### config.mk
export PLATFORM = sky130hd
export DESIGN_NAME = matmul_seq_ctrl
export DESIGN_NICKNAME = d
export VERILOG_FILES = /design/src/rtl/matmul_seq_ctrl.sv
export SDC_FILE = /design/constraint.sdc
export NUM_CORES = 1
export LEC_CHECK = 0
export CAP_MARGIN = 20
export CORE_ASPECT_RATIO = 1.1
export CORE_UTILIZATION = 48
export CTS_CLUSTER_DIAMETER = 200
export CTS_CLUSTER_SIZE = 14
export DETAILED_ROUTE_END_ITERATION = 8
export PLACE_DENSITY = 0.77
export RECOVER_POWER = 25
export REMOVE_ABC_BUFFERS = 1
export SLEW_MARGIN = 40
export SYNTH_ARGS = -nofsm -noshare
export SYNTH_HDL_FRONTEND = slang
export SYNTH_SLANG_ARGS = --single-unit
### constraint.sdc
create_clock -name clk -period 2.6 [get_ports clk]
set_input_delay 0.26 -clock clk [delete_from_list [all_inputs] [get_ports clk]]
set_output_delay 0.26 -clock clk [all_outputs]
set_load 0.02 [all_outputs]
### src/rtl/matmul_seq_ctrl.sv
// Sequencer for a DIM x DIM matrix multiply on a single MAC: streams A and B into
// operand storage, walks every i/j/k product, and writes each result element out.
module matmul_seq_ctrl #(
    parameter int DIM    = 3,
    parameter int IDX_W  = 2,
    parameter int ADDR_W = 4
) (
    input  logic              clk,
    input  logic              reset,
    input  logic              start,
    input  logic              skip_load,
    input  logic              abort,
    input  logic              in_valid,
    output logic              in_ready,
    output logic              load_we,
    output logic              load_mat,
    output logic [ADDR_W-1:0] load_addr,
    output logic [IDX_W-1:0]  a_row,
    output logic [IDX_W-1:0]  b_col,
    output logic [IDX_W-1:0]  k_idx,
    output logic              mac_clr,
    output logic              mac_en,
    input  logic              out_ready,
    output logic              res_we,
    output logic [ADDR_W-1:0] res_addr,
    output logic              busy,
    output logic              done
);

    localparam int ELEMS = DIM * DIM;
    localparam int N_W   = $clog2(2 * ELEMS);

    localparam logic [N_W-1:0]   N_LAST   = N_W'(2 * ELEMS - 1);
    localparam logic [N_W-1:0]   N_HALF   = N_W'(ELEMS);
    localparam logic [IDX_W-1:0] IDX_LAST = IDX_W'(DIM - 1);

    typedef enum logic [2:0] {
        S_IDLE,
        S_LOAD,
        S_COMPUTE,
        S_WRITE,
        S_DONE
    } state_t;

    state_t state, state_nx;

    logic [N_W-1:0]   n_q;
    logic [IDX_W-1:0] i_q, j_q, k_q;
    logic             load_acc;
    logic             last_elem;

    assign load_acc  = (state == S_LOAD) && in_valid;
    assign last_elem = (i_q == IDX_LAST) && (j_q == IDX_LAST);

    // NOTE: sequential state uses non-blocking assignments so every flop samples
    // pre-edge values regardless of process evaluation order.
    always_ff @(posedge clk or negedge reset) begin
        if (!reset) state <= S_IDLE;
        else        state <= state_nx;
    end

    // NOTE: default assignment first so no path through the case infers a latch.
    always_comb begin
        state_nx = state;
        unique case (state)
            S_IDLE:    if (start) state_nx = skip_load ? S_COMPUTE : S_LOAD;
            S_LOAD:    if (load_acc && (n_q == N_LAST)) state_nx = S_COMPUTE;
            S_COMPUTE: if (k_q == IDX_LAST) state_nx = S_WRITE;
            S_WRITE:   if (out_ready) state_nx = last_elem ? S_DONE : S_COMPUTE;
            S_DONE:    state_nx = S_IDLE;
            default:   state_nx = S_IDLE;
        endcase
        if (abort && (state != S_IDLE)) state_nx = S_IDLE;
    end

    // Counters hold outside their active state; n stops at its last value.
    always_ff @(posedge clk or negedge reset) begin
        if (!reset) begin
            n_q <= '0;
            i_q <= '0;
            j_q <= '0;
            k_q <= '0;
        end else begin
            unique case (state)
                S_IDLE: begin
                    if (start && skip_load) begin
                        i_q <= '0;
                        j_q <= '0;
                        k_q <= '0;
                    end else if (start) begin
                        n_q <= '0;
                    end
                end
                S_LOAD: begin
                    if (load_acc) begin
                        if (n_q == N_LAST) begin
                            i_q <= '0;
                            j_q <= '0;
                            k_q <= '0;
                        end else begin
                            n_q <= n_q + 1'b1;
                        end
                    end
                end
                S_COMPUTE: k_q <= (k_q == IDX_LAST) ? '0 : k_q + 1'b1;
                S_WRITE: begin
                    if (out_ready && !last_elem) begin
                        if (j_q == IDX_LAST) begin
                            j_q <= '0;
                            i_q <= i_q + 1'b1;
                        end else begin
                            j_q <= j_q + 1'b1;
                        end
                    end
                end
                default: ;
            endcase
        end
    end

    always_comb begin
        in_ready  = (state == S_LOAD);
        load_we   = load_acc;
        load_mat  = (n_q >= N_HALF);
        load_addr = ADDR_W'(load_mat ? n_q - N_HALF : n_q);
        a_row     = i_q;
        b_col     = j_q;
        k_idx     = k_q;
        mac_en    = (state == S_COMPUTE);
        mac_clr   = (state == S_COMPUTE) && (k_q == '0);
        res_we    = (state == S_WRITE) && out_ready;
        res_addr  = ADDR_W'(int'(i_q) * DIM + int'(j_q));
        busy      = (state != S_IDLE);
        done      = (state == S_DONE);
    end

endmodule

Yosys cells after proc, flatten, opt, wreduce, memory -nomap -nowiden

Index checks and enable logic that the tools add are counted.
Widths: inputs -> output; s select.

Memories: 0
Latch bits: 0
Output and inout port bits: 22
Input bits: 7
RAM bits: 0
Bits in read-only memories: 0
Register bits after elaboration: 14
Word-level logic and storage cells: 78

$lt $le $gt $ge: 1
Shift operators: 0
Reductions and logical operators: 20
$mul: 1
Div/mod/pow operators: 0
Bitwise gates (word level): 0
$add $sub $neg: 6
Equality and inequality tests: 20
Mux-type cells: 25

Operator list:

| kind                | number |
|---|---|
| $mux 5              | 4 |
| $mux 2              | 9 |
| $mux 3              | 6 |
| $pmux 2 s3          | 3 |
| $ne 2x2->1 const B  | 7 |
| $pmux 3 s4          | 1 |
| $pmux 5 s2          | 1 |
| $reduce_and 5->1    | 2 |
| $reduce_bool 3->1   | 3 |
| $logic_and 1x1->1   | 8 |
| $reduce_and 4->1    | 2 |
| $add 2x1->2 const B | 3 |
| $eq 2x2->1 const B  | 3 |
| $eq 3x2->1 const B  | 2 |
| $ne 3x1->1 const B  | 2 |
| $ne 3x3->1 const B  | 2 |
| $reduce_and 6->1    | 1 |
| $add 5x1->5 const B | 1 |
| $eq 5x5->1 const B  | 1 |
| $ge 5x4->1 const B  | 1 |
| $add 4x2->4         | 1 |
| $mul 2x2->4 const B | 1 |
| $mux 4              | 1 |
| $sub 4x4->4 const B | 1 |
| other kinds (7)     | 7 |

Depth between registers and ports, before layout

Word-level depth: 6
Gate-level depth with buffers: 6
Gate-level depth less buffers: 6

Worst setup path after synthesis

Ideal clock, no wire load.

Path type: register to output
Start: register i_q[0] (netlist: a_row[0])
End: output port res_addr[2]
Stages on the path, launching flop included: 6
Buffers on the path: 0
Arrival time: 1935 ps
Required time: 2340 ps
Path slack: 405 ps
Cells stage by stage: dfrtp_1 -> inv_1 -> fa_1 -> inv_1 -> ha_1 -> fa_1

Longest elaborated chain between the ends: 2

RTL lines:

| item                     | line | source |
|---|---|---|
| start: declaration       | 48   | `logic [IDX_W-1:0] i_q, j_q, k_q;` |
| start signal: assignment | 110  | `i_q <= i_q + 1'b1;` |
| $mul 2x2->4              | 132  | `res_addr = ADDR_W'(int'(i_q) * DIM + int'(j_q));` |
| $add 4x2->4              | 132  |  |
| end: declaration         | 25   | `output logic [ADDR_W-1:0] res_addr,` |

No other way between the ends.

Worst setup path in the final report

Start: register i_q[0] (netlist: a_row[0])
End: output port res_addr[1]

The elaborated chain is that of the path after synthesis.

==> results.yml <==
logic_synthesis:
  synth.area.mux_share: 0.0283
  ys_types: 47
  synth_area_per_cell_um2: 8.83
  yosys_warnings: 0
  syn-cell-area_um2: 1100
  ys_seq_elements: 14
  syn_inst: 125
  synth_xor_area_frac: 0.00794
  synth_top_family_by_area: "simple AND/OR/NAND/NOR gates"
  synth-simple-area-share: 0.285
  yosysSeqAreaShare: 0.317
  synth_compound_area_frac: 0.189
  synthAdderAreaFrac: 0.104
status:
  status: "finished, final reports clean"
route:
  wl_per_cell_um: 13.9
  first_iter_violations: 17
  first_pass_iters: 4
  vias: 1042
  drc_errors: 0
  routed_via_density: 5.63
  drt-total-wl_um: 2570
  ant_nets: 0
cts:
  cts_tree: "done"
  clk_pin_slew_worst_paths_ps: 90
  numCtsBuffers: 3
  root_buffer: "clkbuf_4"
  worstSkewPairLatency_ps: 280
  cts_buffer_depth: 2
  htree_levels: 1
  clock_sinks: 14
worst_setup_path:
  r2r_setup_slack_ps: 540
  slowest_delay_ps: 620
  critical-path-top-delay-family: "adder cells"
  crit_type: "register to output pin"
  slowest_stage: "clkdlybuf4s50_1"
  cp_data_arrival_time_ps: 2190
  cp-start-kind: "register"
  reg2reg_depth: 6
  reg2reg_to: "n_q[2]"
  cp_num_buf_inv: 3
  crit_fanout: 3
  crit_path_frequent_cell: "inv_1"
  timing.rr.start: "n_q[1]"
  end_kind: "output pin"
  cp_cell_sequence: "inv_1 -> fa_1 -> inv_1 -> ha_1 -> clkdlybuf4s50_1"
  critPathRequiredTime_ps: 2340
finish:
  n_antenna_cell: 0
  num-nets-final: 173
  final_cell_mix: "clkdlybuf4s50_1, dfrtp_1, inv_1, nand2_1, nor2_1"
  drive_gt1_frac: 0.121
  area_growth_pct: 33.2
  layout_commonest_cell: "clkdlybuf4s50_1"
global_routing:
  antenna_found_initial: 0
  grt_pass1_vias: 998
  globalRouteTotalUtil: 0.236
  grt_max_degree: 15
  grt_pass1_wl_um: 4220
  overflow: 0
sta:
  timing_hold_violations_final: 0
  finalClockSkew_ps: 3.92
  fmax_ghz: 0.409
  rsz0062_at_grt: "no"
  relSlewSlack: 0.559
  final_max_slew_viol_count: 0
  fin_crit_sh: 0.941
  worst_pin_slew_ps: 660
  tns_ps: 0
  post-route-min-period_ps: 2450
  timing.hold.ws_ps: 447
  setup_viol: 0
pwr:
  peakVddDrop_v: 0.000618
  seqPwrFrac: 0.267
  pwr-share-clk: 0.102
  p_comb_frac: 0.631
  powerDensity_nw_per_um2: 1050
  switching_share: 0.454
  p_sw_uw: 700
  internal_power_uw: 844
  p_leak_nw: 0.674
floorplanning:
  fp.dieW_um: 47.7
  num_io_pins: 29
  start_util: 0.529
  rows: 17
  die_y_um: 52.3
  core_area_um2: 2080
  fp.dieArea_um2: 2500
placement:
  hpwl_um: 2000
  place.gp.congestion: 0.856
  port_buffers: 28
hold_path:
  hold_path.class: "primary input to async pin"
flow_run:
  drv_cap: 0
==> logic make-up after synthesis <==
| family | Yosys count |
|---|---|
| DFF | 14 |
| muxes | 3 |
| and+or+nand+nor | 52 |
| xor gates and xnor gates | 1 |
| adders and majority gates | 8 |
| AOI/OAI and AO/OA | 30 |
| buffers and inverters | 17 |
==> stage by stage <==
| stage | utilization | area, µm² | worst slack (ps) | total power [mW] | cells |
|---|---|---|---|---|---|
| 3_3_place_gp | 0.686 | 1430 | 109 | 1.36 | 181 |
| 4_1_cts | 0.706 | 1470 | 23.1 | 1.56 | 185 |
| 6_report | 0.705 | 1470 | 152 | 1.54 | 185 |
| 5_1_grt | 0.705 | 1470 | 60.6 | 1.65 | 185 |
| 2_1_floorplan | - | 1070 | 405 | 0.955 | 119 |
| 3_5_place_dp | 0.686 | 1430 | 65.0 | 1.40 | 181 |
==> worst register-to-register path: cells and delay by family (launching register included) <==
family          cells  cell delay [ps]
flops               1              460
compound gates      2              570
simple gates        2              570
buf+inv             1              120
fa+ha+maj           1              220
==> cells in the mapped netlist, drive strengths merged <==
cell | number | share of area
ha | 6 | 0.068
mux2 | 1 | 0.010
nand2b | 6 | 0.034
a41oi | 1 | 0.0079
nor2 | 7 | 0.024
o22ai | 1 | 0.0057
nand4 | 1 | 0.0057
a211o | 2 | 0.016
a21oi | 4 | 0.018
nor4bb | 1 | 0.0091
a22o | 1 | 0.0079
nor4 | 3 | 0.017
or3 | 2 | 0.016
nor2b | 5 | 0.028
mux2i | 2 | 0.018
o21bai | 2 | 0.014
o21a | 1 | 0.0068
o22a | 1 | 0.0079
a31oi | 2 | 0.011
a221o | 1 | 0.0091
or3b | 1 | 0.0079
inv | 11 | 0.037
clkbuf | 4 | 0.014
a21o | 2 | 0.014
o311ai | 1 | 0.0079
o31a | 1 | 0.0079
a2bb2oi | 1 | 0.0079
xnor2 | 1 | 0.0079
nor4b | 1 | 0.0079
and4bb | 2 | 0.026
and2 | 2 | 0.011
nand2 | 9 | 0.031
nor3b | 2 | 0.018
dfrtp | 14 | 0.32
nand3b | 1 | 0.0068
o31ai | 1 | 0.0068
buf | 2 | 0.017
nand3 | 4 | 0.018
o21ai | 6 | 0.027
nor3 | 4 | 0.018
a211oi | 2 | 0.014
fa | 2 | 0.036
and3 | 1 | 0.0057
==> metal layers <==
layer | share of wire | vias to the layer above | routed length, µm | GRT usage
met3 | 0.044 | 2 | 112 | 0.0207
met5 | 0 | - | 0 | 0
met4 | 0.0062 | 0 | 16 | 0.0694
met2 | 0.53 | 31 | 1350 | 0.430
li1 | - | 513 | - | -
met1 | 0.42 | 496 | 1090 | 0.280
==> worst max path at each step <==
stage	startpoint	end	slack (ps)	depth (start not counted)
6_report	a_row[0]	res_addr[1]	150	5
5_1_grt	a_row[0]	res_addr[3]	60	6
4_1_cts	a_row[0]	res_addr[2]	20	6
3_5_place_dp	a_row[0]	res_addr[2]	60	6
3_3_place_gp	a_row[0]	res_addr[2]	110	6
2_1_floorplan	a_row[0]	res_addr[2]	400	5
==> flip-flops by register name, indices dropped and copies added (netlist names) <==
| name | count |
|---|---|
| k_idx | 2 |
| b_col | 2 |
| a_row | 2 |
| state | 3 |
| n_q | 5 |
==> final cells by class <==
type	count	area (µm²)
Clock buffer	4	36.3
Fill cell	173	614
Inverter	11	41.3
Multi-Input combinational cell	94	687
Sequential cell	14	350
Tap cell	28	35.0
Timing Repair Buffer	34	320
==> repair_timing <==
action                                  4_1_cts  5_1_grt
hold buffers                                  0        0
pin swaps                                     0        0
endpoints found under the setup margin        4        2
resized for setup                             5        3
endpoints found under the hold margin         0        0
setup buffers                                 0        0
==> power by group through the flow <==
stage	clock network (mW)	logic [mW]	registers (mW)
detailed placement	0	0.986	0.409
floorplan	0	0.515	0.440
global placement	0	0.955	0.405
global route	0.169	1.06	0.428
finish	0.158	0.975	0.412
CTS	0.161	0.988	0.410
(Power assumes the default switching activity.)
